<file path="src/rtl/seg7_pkg.sv">
// seg7_pkg: constants and the hex decode helper shared by the 7-segment scan
// driver and its nibble decoder.
//   SEG_BLANK      - all segments off (active-low), dp included
//   HEX_SEG_TABLE  - 16-entry nibble -> {g,f,e,d,c,b,a} pattern, active-low
//   hex2seg()      - table lookup wrapper
package seg7_pkg;

  localparam logic [7:0] SEG_BLANK = 8'hFF;

  // Patterns for 0..9, A, b, C, d, E, F with bit 0 = segment a.
  localparam logic [6:0] HEX_SEG_TABLE [16] = '{
    7'h40, 7'h79, 7'h24, 7'h30, 7'h19, 7'h12, 7'h02, 7'h78,
    7'h00, 7'h10, 7'h08, 7'h03, 7'h46, 7'h21, 7'h06, 7'h0E
  };

  function automatic logic [6:0] hex2seg(input logic [3:0] nibble);
    return HEX_SEG_TABLE[nibble];
  endfunction

endpackage

</file>
<file path="src/rtl/seg7_scan_driver_hex_to_seg7.sv">
// hex_to_seg7: purely combinational nibble to 7-segment decoder.
// Ports:
//   nibble  in   4  hex digit value
//   seg     out  7  active-low segment pattern {g,f,e,d,c,b,a}
module hex_to_seg7
  import seg7_pkg::*;
(
  input  logic [3:0] nibble,
  output logic [6:0] seg
);

  assign seg = hex2seg(nibble);

endmodule

</file>
<file path="src/rtl/seg7_scan_driver.sv">
// seg7_scan_driver: time-multiplexed driver for a common-anode multi-digit
// 7-segment display. Incoming display data is double-buffered so a new value
// only becomes visible at a frame boundary (digit 0), avoiding tearing.
//
// Optional feature macro: SEG7_BLINK_EN
//   defined   - digits flagged in blink_mask are blanked every other
//               BLINK_FRAMES-frame period
//   undefined - blink_mask is still buffered but has no effect
//
// Ports:
//   clk          in   1             system clock
//   rst          in   1             synchronous, active-high reset
//   load         in   1             strobe: capture hex_data/point/blink_mask
//   hex_data     in   4*NUM_DIGITS  nibble k drives digit k (0 = rightmost)
//   point        in   NUM_DIGITS    decimal point enable per digit
//   blink_mask   in   NUM_DIGITS    blink enable per digit
//   an           out  NUM_DIGITS    anode select, active-low, one-cold
//   seg          out  8             segments {dp,g,f,e,d,c,b,a}, active-low
//   frame_start  out  1             pulse when digit 0 becomes active
module seg7_scan_driver
  import seg7_pkg::*;
#(
  parameter int NUM_DIGITS   = 8,
  parameter int SCAN_DIV     = 50000,
  parameter int BLINK_FRAMES = 64
) (
  input  logic                    clk,
  input  logic                    rst,
  input  logic                    load,
  input  logic [4*NUM_DIGITS-1:0] hex_data,
  input  logic [NUM_DIGITS-1:0]   point,
  input  logic [NUM_DIGITS-1:0]   blink_mask,
  output logic [NUM_DIGITS-1:0]   an,
  output logic [7:0]              seg,
  output logic                    frame_start
);

  localparam int CNT_W = $clog2(SCAN_DIV);
  localparam int IDX_W = (NUM_DIGITS > 1) ? $clog2(NUM_DIGITS) : 1;

  logic [CNT_W-1:0]        prescale;
  logic [IDX_W-1:0]        idx;
  logic [IDX_W-1:0]        idx_next;
  logic                    tick;
  logic                    wrap;

  logic [4*NUM_DIGITS-1:0] pend_hex;
  logic [NUM_DIGITS-1:0]   pend_point;
  logic [NUM_DIGITS-1:0]   pend_blink;
  logic                    pend_valid;

  logic [4*NUM_DIGITS-1:0] act_hex;
  logic [NUM_DIGITS-1:0]   act_point;
  logic [NUM_DIGITS-1:0]   act_blink;
  logic [4*NUM_DIGITS-1:0] act_hex_next;
  logic [NUM_DIGITS-1:0]   act_point_next;
  logic [NUM_DIGITS-1:0]   act_blink_next;

  logic                    blank_next;
  logic [3:0]              nibble_next;
  logic [6:0]              seg_digit;

  assign tick     = (prescale == CNT_W'(SCAN_DIV - 1));
  assign wrap     = tick && (idx == IDX_W'(NUM_DIGITS - 1));
  assign idx_next = wrap ? '0 : idx + 1'b1;

  // Prescaler and digit index; the index only moves on a slot tick.
  always_ff @(posedge clk) begin
    if (rst) begin
      prescale <= '0;
      idx      <= '0;
    end else begin
      prescale <= tick ? '0 : prescale + 1'b1;
      if (tick) begin
        idx <= idx_next;
      end
    end
  end

  // Frame-boundary swap. A load coinciding with the wrap bypasses the
  // pending buffer so the new data shows without a one-frame delay.
  always_comb begin
    act_hex_next   = act_hex;
    act_point_next = act_point;
    act_blink_next = act_blink;
    if (wrap) begin
      if (load) begin
        act_hex_next   = hex_data;
        act_point_next = point;
        act_blink_next = blink_mask;
      end else if (pend_valid) begin
        act_hex_next   = pend_hex;
        act_point_next = pend_point;
        act_blink_next = pend_blink;
      end
    end
  end

  // Pending and active buffers.
  always_ff @(posedge clk) begin
    if (rst) begin
      pend_hex   <= '0;
      pend_point <= '0;
      pend_blink <= '0;
      pend_valid <= 1'b0;
      act_hex    <= '0;
      act_point  <= '0;
      act_blink  <= '0;
    end else begin
      act_hex   <= act_hex_next;
      act_point <= act_point_next;
      act_blink <= act_blink_next;
      if (load && !wrap) begin
        pend_hex   <= hex_data;
        pend_point <= point;
        pend_blink <= blink_mask;
        pend_valid <= 1'b1;
      end else if (wrap) begin
        pend_valid <= 1'b0;
      end
    end
  end

`ifdef SEG7_BLINK_EN
  localparam int BF_W = (BLINK_FRAMES > 1) ? $clog2(BLINK_FRAMES) : 1;

  logic [BF_W-1:0] blink_cnt;
  logic            blink_phase;
  logic            blink_phase_next;
  logic            blink_last;

  assign blink_last = (blink_cnt == BF_W'(BLINK_FRAMES - 1));

  // Phase seen by the digit being switched in, so blanking lines up with
  // the frame that the wrap starts.
  always_comb begin
    blink_phase_next = blink_phase;
    if (wrap && blink_last) begin
      blink_phase_next = ~blink_phase;
    end
  end

  // Frame counter for the blink half-period.
  always_ff @(posedge clk) begin
    if (rst) begin
      blink_cnt   <= '0;
      blink_phase <= 1'b0;
    end else if (wrap) begin
      blink_cnt   <= blink_last ? '0 : blink_cnt + 1'b1;
      blink_phase <= blink_phase_next;
    end
  end

  assign blank_next = blink_phase_next && act_blink_next[idx_next];
`else
  localparam int UNUSED_BLINK_FRAMES = BLINK_FRAMES;
  logic unused_blink;

  assign unused_blink = ^act_blink;
  assign blank_next   = 1'b0;
`endif

  assign nibble_next = act_hex_next[idx_next*4 +: 4];

  hex_to_seg7 u_hex_to_seg7 (
    .nibble (nibble_next),
    .seg    (seg_digit)
  );

  // Output registers load on the tick edge from the next index/buffer
  // values, so they change together with the index. Until the first tick
  // they hold the blank reset value.
  always_ff @(posedge clk) begin
    if (rst) begin
      an          <= '1;
      seg         <= SEG_BLANK;
      frame_start <= 1'b0;
    end else begin
      frame_start <= wrap;
      if (tick) begin
        an  <= blank_next ? '1 : ~(NUM_DIGITS'(1) << idx_next);
        seg <= {~act_point_next[idx_next], seg_digit};
      end
    end
  end

endmodule

</file>
<file path="config.mk">
export PLATFORM = sky130hd
export DESIGN_NAME = seg7_scan_driver
export DESIGN_NICKNAME = d
export VERILOG_FILES = /design/src/rtl/seg7_pkg.sv /design/src/rtl/seg7_scan_driver_hex_to_seg7.sv /design/src/rtl/seg7_scan_driver.sv
export SDC_FILE = /design/constraint.sdc
export NUM_CORES = 1
export LEC_CHECK = 0
export CORE_ASPECT_RATIO = 1.1
export CORE_MARGIN = 4
export CORE_UTILIZATION = 60
export CTS_BUF_LIST = sky130_fd_sc_hd__clkbuf_2 sky130_fd_sc_hd__clkbuf_4 sky130_fd_sc_hd__clkbuf_8
export DETAILED_ROUTE_END_ITERATION = 16
export PLACE_DENSITY = 0.9
export SETUP_SLACK_MARGIN = 0.1
export SLEW_MARGIN = 10
export SYNTH_ARGS = -nofsm -noshare
export SYNTH_HDL_FRONTEND = slang
export SYNTH_SLANG_ARGS = --single-unit
</file>
<file path="constraint.sdc">
create_clock -name clk -period 7.18 [get_ports clk]
set_clock_uncertainty 0.2 [all_clocks]
set_input_delay 1.436 -clock clk [delete_from_list [all_inputs] [get_ports clk]]
set_output_delay 1.436 -clock clk [all_outputs]
set_load 0.01 [all_outputs]
</file>
==> out/qor.txt <==
largest net degree at the start of global routing: 99
Worst-path clk slew: 70 ps
Root Driver: clkbuf_8
Worst Tran Pin Value: 1150 ps
Post-synth ARST share: 0%
Worst EP arrival: 5200 ps
Max Cap Viol: 0
CTS Sinks: 117
ant diodes: 0
drt drc: 0
post-cts resize count: 0
Slew HR: 23.4%
CTS tree: done
status: finished, final reports clean
LEAKAGE: 2.34 nW
antenna violations before repair: 0
final hold violation count: 0
DRT iter0 DRCs: 475
Final HPWL DP: 8.76 mm
reg2reg setup slack: 2070 ps
Synth Warn #: 0
Hold Path Class: flip-flop to flip-flop
Area Overhead vs Synth: 17.4%
Port Buffer Count: 59
starting density of the core: 61.6%
CP max-delay cell: nor2_1
design area: 0.00642 mm2
gpl congestion: 0.885
critical-path cell list: ha_1 > ha_1 > and4_1 > and4_1 > buf_4 > nor2_1 > mux2i_1 > o22ai_1 > o2bb2ai_1 > inv_1 > ha_1 > or3_1 > o221ai_1 > a21oi_1
f_max: 196 MHz
Critical Path RT: 7270 ps
Tot Pwr: 0.00133 W
Pins Over Slew Limit: 0
TritonCTS buffer count: 17
via count: 4,950
WL per Instance: 16.0 um
TNS Setup: 0 ps
first-pass GRT wire length: 21.7 mm
All-Layer GR Usage: 24.9%
DRT antenna net count: 0
Seq/Total Area, Yosys: 42.8%
Die ar.: 0.0107 mm2
final WL: 13.1 mm
final-stage net count: 753
dpl ws: 2280 ps
vias in the first global route: 4,664
DP Area: 0.00604 mm2
Cell Rows: 36
Post-Syn Nets: 714
number of H-tree levels: 4
Max VDD drop: 0.000169 V
delay-heaviest family, CP: simple AND/OR/NAND/NOR gates
critical path class: flip-flop to flip-flop
Setup crit end kind: flip-flop
Buf+Inv Stages, Crit Path: 2
Top Ports: 68
Die X: 99.0 um
RSZ-0062 raised after global routing: no
synth unique cells: 67
share of cells above drive strength 1: 8.39%
Avg Inst Size Synth: 8.40 um2
Most common cell on crit path: ha_1
dominant synthesized flop cell: dfxtp_1
CP Launch Type: flip-flop
clock period minus worst slack: 5110 ps
Die Y-Extent: 108 um
Worst path max stage delay: 890 ps
Period Utilization, post-route: 71.2%
# setup viols final: 0
clk buf depth: 2
Setup Fix Bufs, Post-CTS: 0
global route total overflow: 0
crit path max fanout: 23
post-synthesis cell count: 651
Mapped Area: 0.00547 mm2
CTS Hold Bufs: 0
number of vias per cell: 6.06
DRT Pass-1 Iters: 5
worst-skew pair later-pin latency: 430 ps
FF+latch count, synth: 117
Post-synth EDFFs: 0
Power Density: 207 mW/mm2
Final WS setup: 2070 ps
core area: 0.00887 mm2
[final timing paths]
| path | start | cells past startpoint | to |
|---|---|---|---|
| worst max-delay path | idx[0] | 14 | seg[0] |
| worst min-delay path | pend_hex[26] | 2 | pend_hex[26] |
| worst min register to register | pend_hex[26] | 2 | pend_hex[26] |
| worst max register to register | idx[0] | 14 | seg[0] |
[routing by layer]
metal / share of wire (%) / vias up / routed length [um] / global-route usage [%]
met5: 0 / - / 0 / 0
met4: 2.4 / 0 / 308 / 9.46
met3: 7.7 / 40 / 1000 / 5.61
met2: 49 / 218 / 6440 / 42.4
met1: 41 / 2322 / 5320 / 30.6
li1: - / 2370 / - / -
[worst reg2reg max path: stages (launching register included)]
cell	delay [ps]
dfxtp_1	550
ha_1	350
ha_1	230
and4_1	320
and4_1	230
buf_4	220
nor2_1	890
mux2i_1	340
o22ai_1	120
o2bb2ai_1	490
inv_1	200
ha_1	300
or3_1	390
o221ai_1	80
a21oi_1	90
[cells in the mapped netlist, drive strengths merged (4+ instances only)]
library cell	instances	area share, %
nand2	124	8.5
o31ai	5	1.2
ha	12	2.7
nand3	20	1.9
a211oi	23	3.2
and3	6	0.69
xor2	9	1.4
a31oi	12	1.4
nor2b	6	0.69
nor3	7	0.64
nand2b	9	1.0
a21oi	56	5.2
clkbuf	29	2.0
or3	4	0.46
nor2	63	4.4
mux2i	35	6.4
o211ai	4	0.64
inv	13	0.89
buf	18	2.0
o21ai	17	1.6
dfxtp	117	43
a32oi	5	0.80
o22ai	9	1.0
xnor2	4	0.64
[per-stage QoR]
step,hold slack (ps),std cells,util (%)
6_report,253,817,72.3
5_1_grt,272,817,72.3
4_1_cts,252,817,72.3
3_5_place_dp,243,785,68.1
3_3_place_gp,236,785,68.1
2_1_floorplan,226,651,-
[logic make-up (layout without fill, tap and decap cells)]
family / after synthesis / count (layout) / synth area share (%)
DFF: 117 / 117 / 42.8
buffers and inverters: 60 / 112 / 4.85
muxes: 38 / 38 / 7.23
xor gates and xnor gates: 13 / 13 / 2.08
and+or+nand+nor: 255 / 255 / 20.9
AOI/OAI and AO/OA: 156 / 156 / 19.4
adders and majority gates: 12 / 12 / 2.74
[registers in the layout, summed over array words and instances, names as in the netlist]
name and flops:
idx 3, seg 8, pend_hex 32, act_hex 32, an 8, prescale 16
pend_point 8, act_point 8, frame_start 1, pend_valid 1
[power by group]
| group | leakage, nW | switching, W | internal (W) |
|---|---|---|---|
| Sequential | 0.951 | 0.00000881 | 0.000663 |
| Combinational | 1.20 | 0.0000467 | 0.0000401 |
| Clock | 0.181 | 0.000271 | 0.000299 |
[layout make-up]
cell class / instances / area (um2)
clock buffers: 21 / 277
flip-flops and latches: 117 / 2340
well taps: 114 / 143
clock inverters: 11 / 104
fillers: 638 / 2450
inverters: 13 / 48.8
repair buffers: 67 / 641
multi-input cells: 474 / 2870
[cells in the final DEF (no fill, tap or decap), drive strengths merged, types with 3 or more instances in the layout]
cell,Yosys,layout
nor3,7,7
buf,18,10
a211oi,23,23
nand3b,3,3
nor2b,6,6
nand2b,9,9
clkinvlp,0,5
clkbuf,29,21
dfxtp,117,117
xnor2,4,4
o22ai,9,9
a2111oi,3,3
a31oi,12,12
and3,6,6
inv,13,13
a41oi,3,3
clkinv,0,5
xor2,9,9
mux2i,35,35
o21ai,17,17
clkdlybuf4s50,0,57
o221ai,3,3
o211ai,4,4
ha,12,12
nand2,124,124
nor2,63,63
o31ai,5,5
and4,3,3
a32oi,5,5
a21oi,56,56
a311oi,3,3
nand3,20,20
or3,4,4
Power figures use the tool's default switching activity.
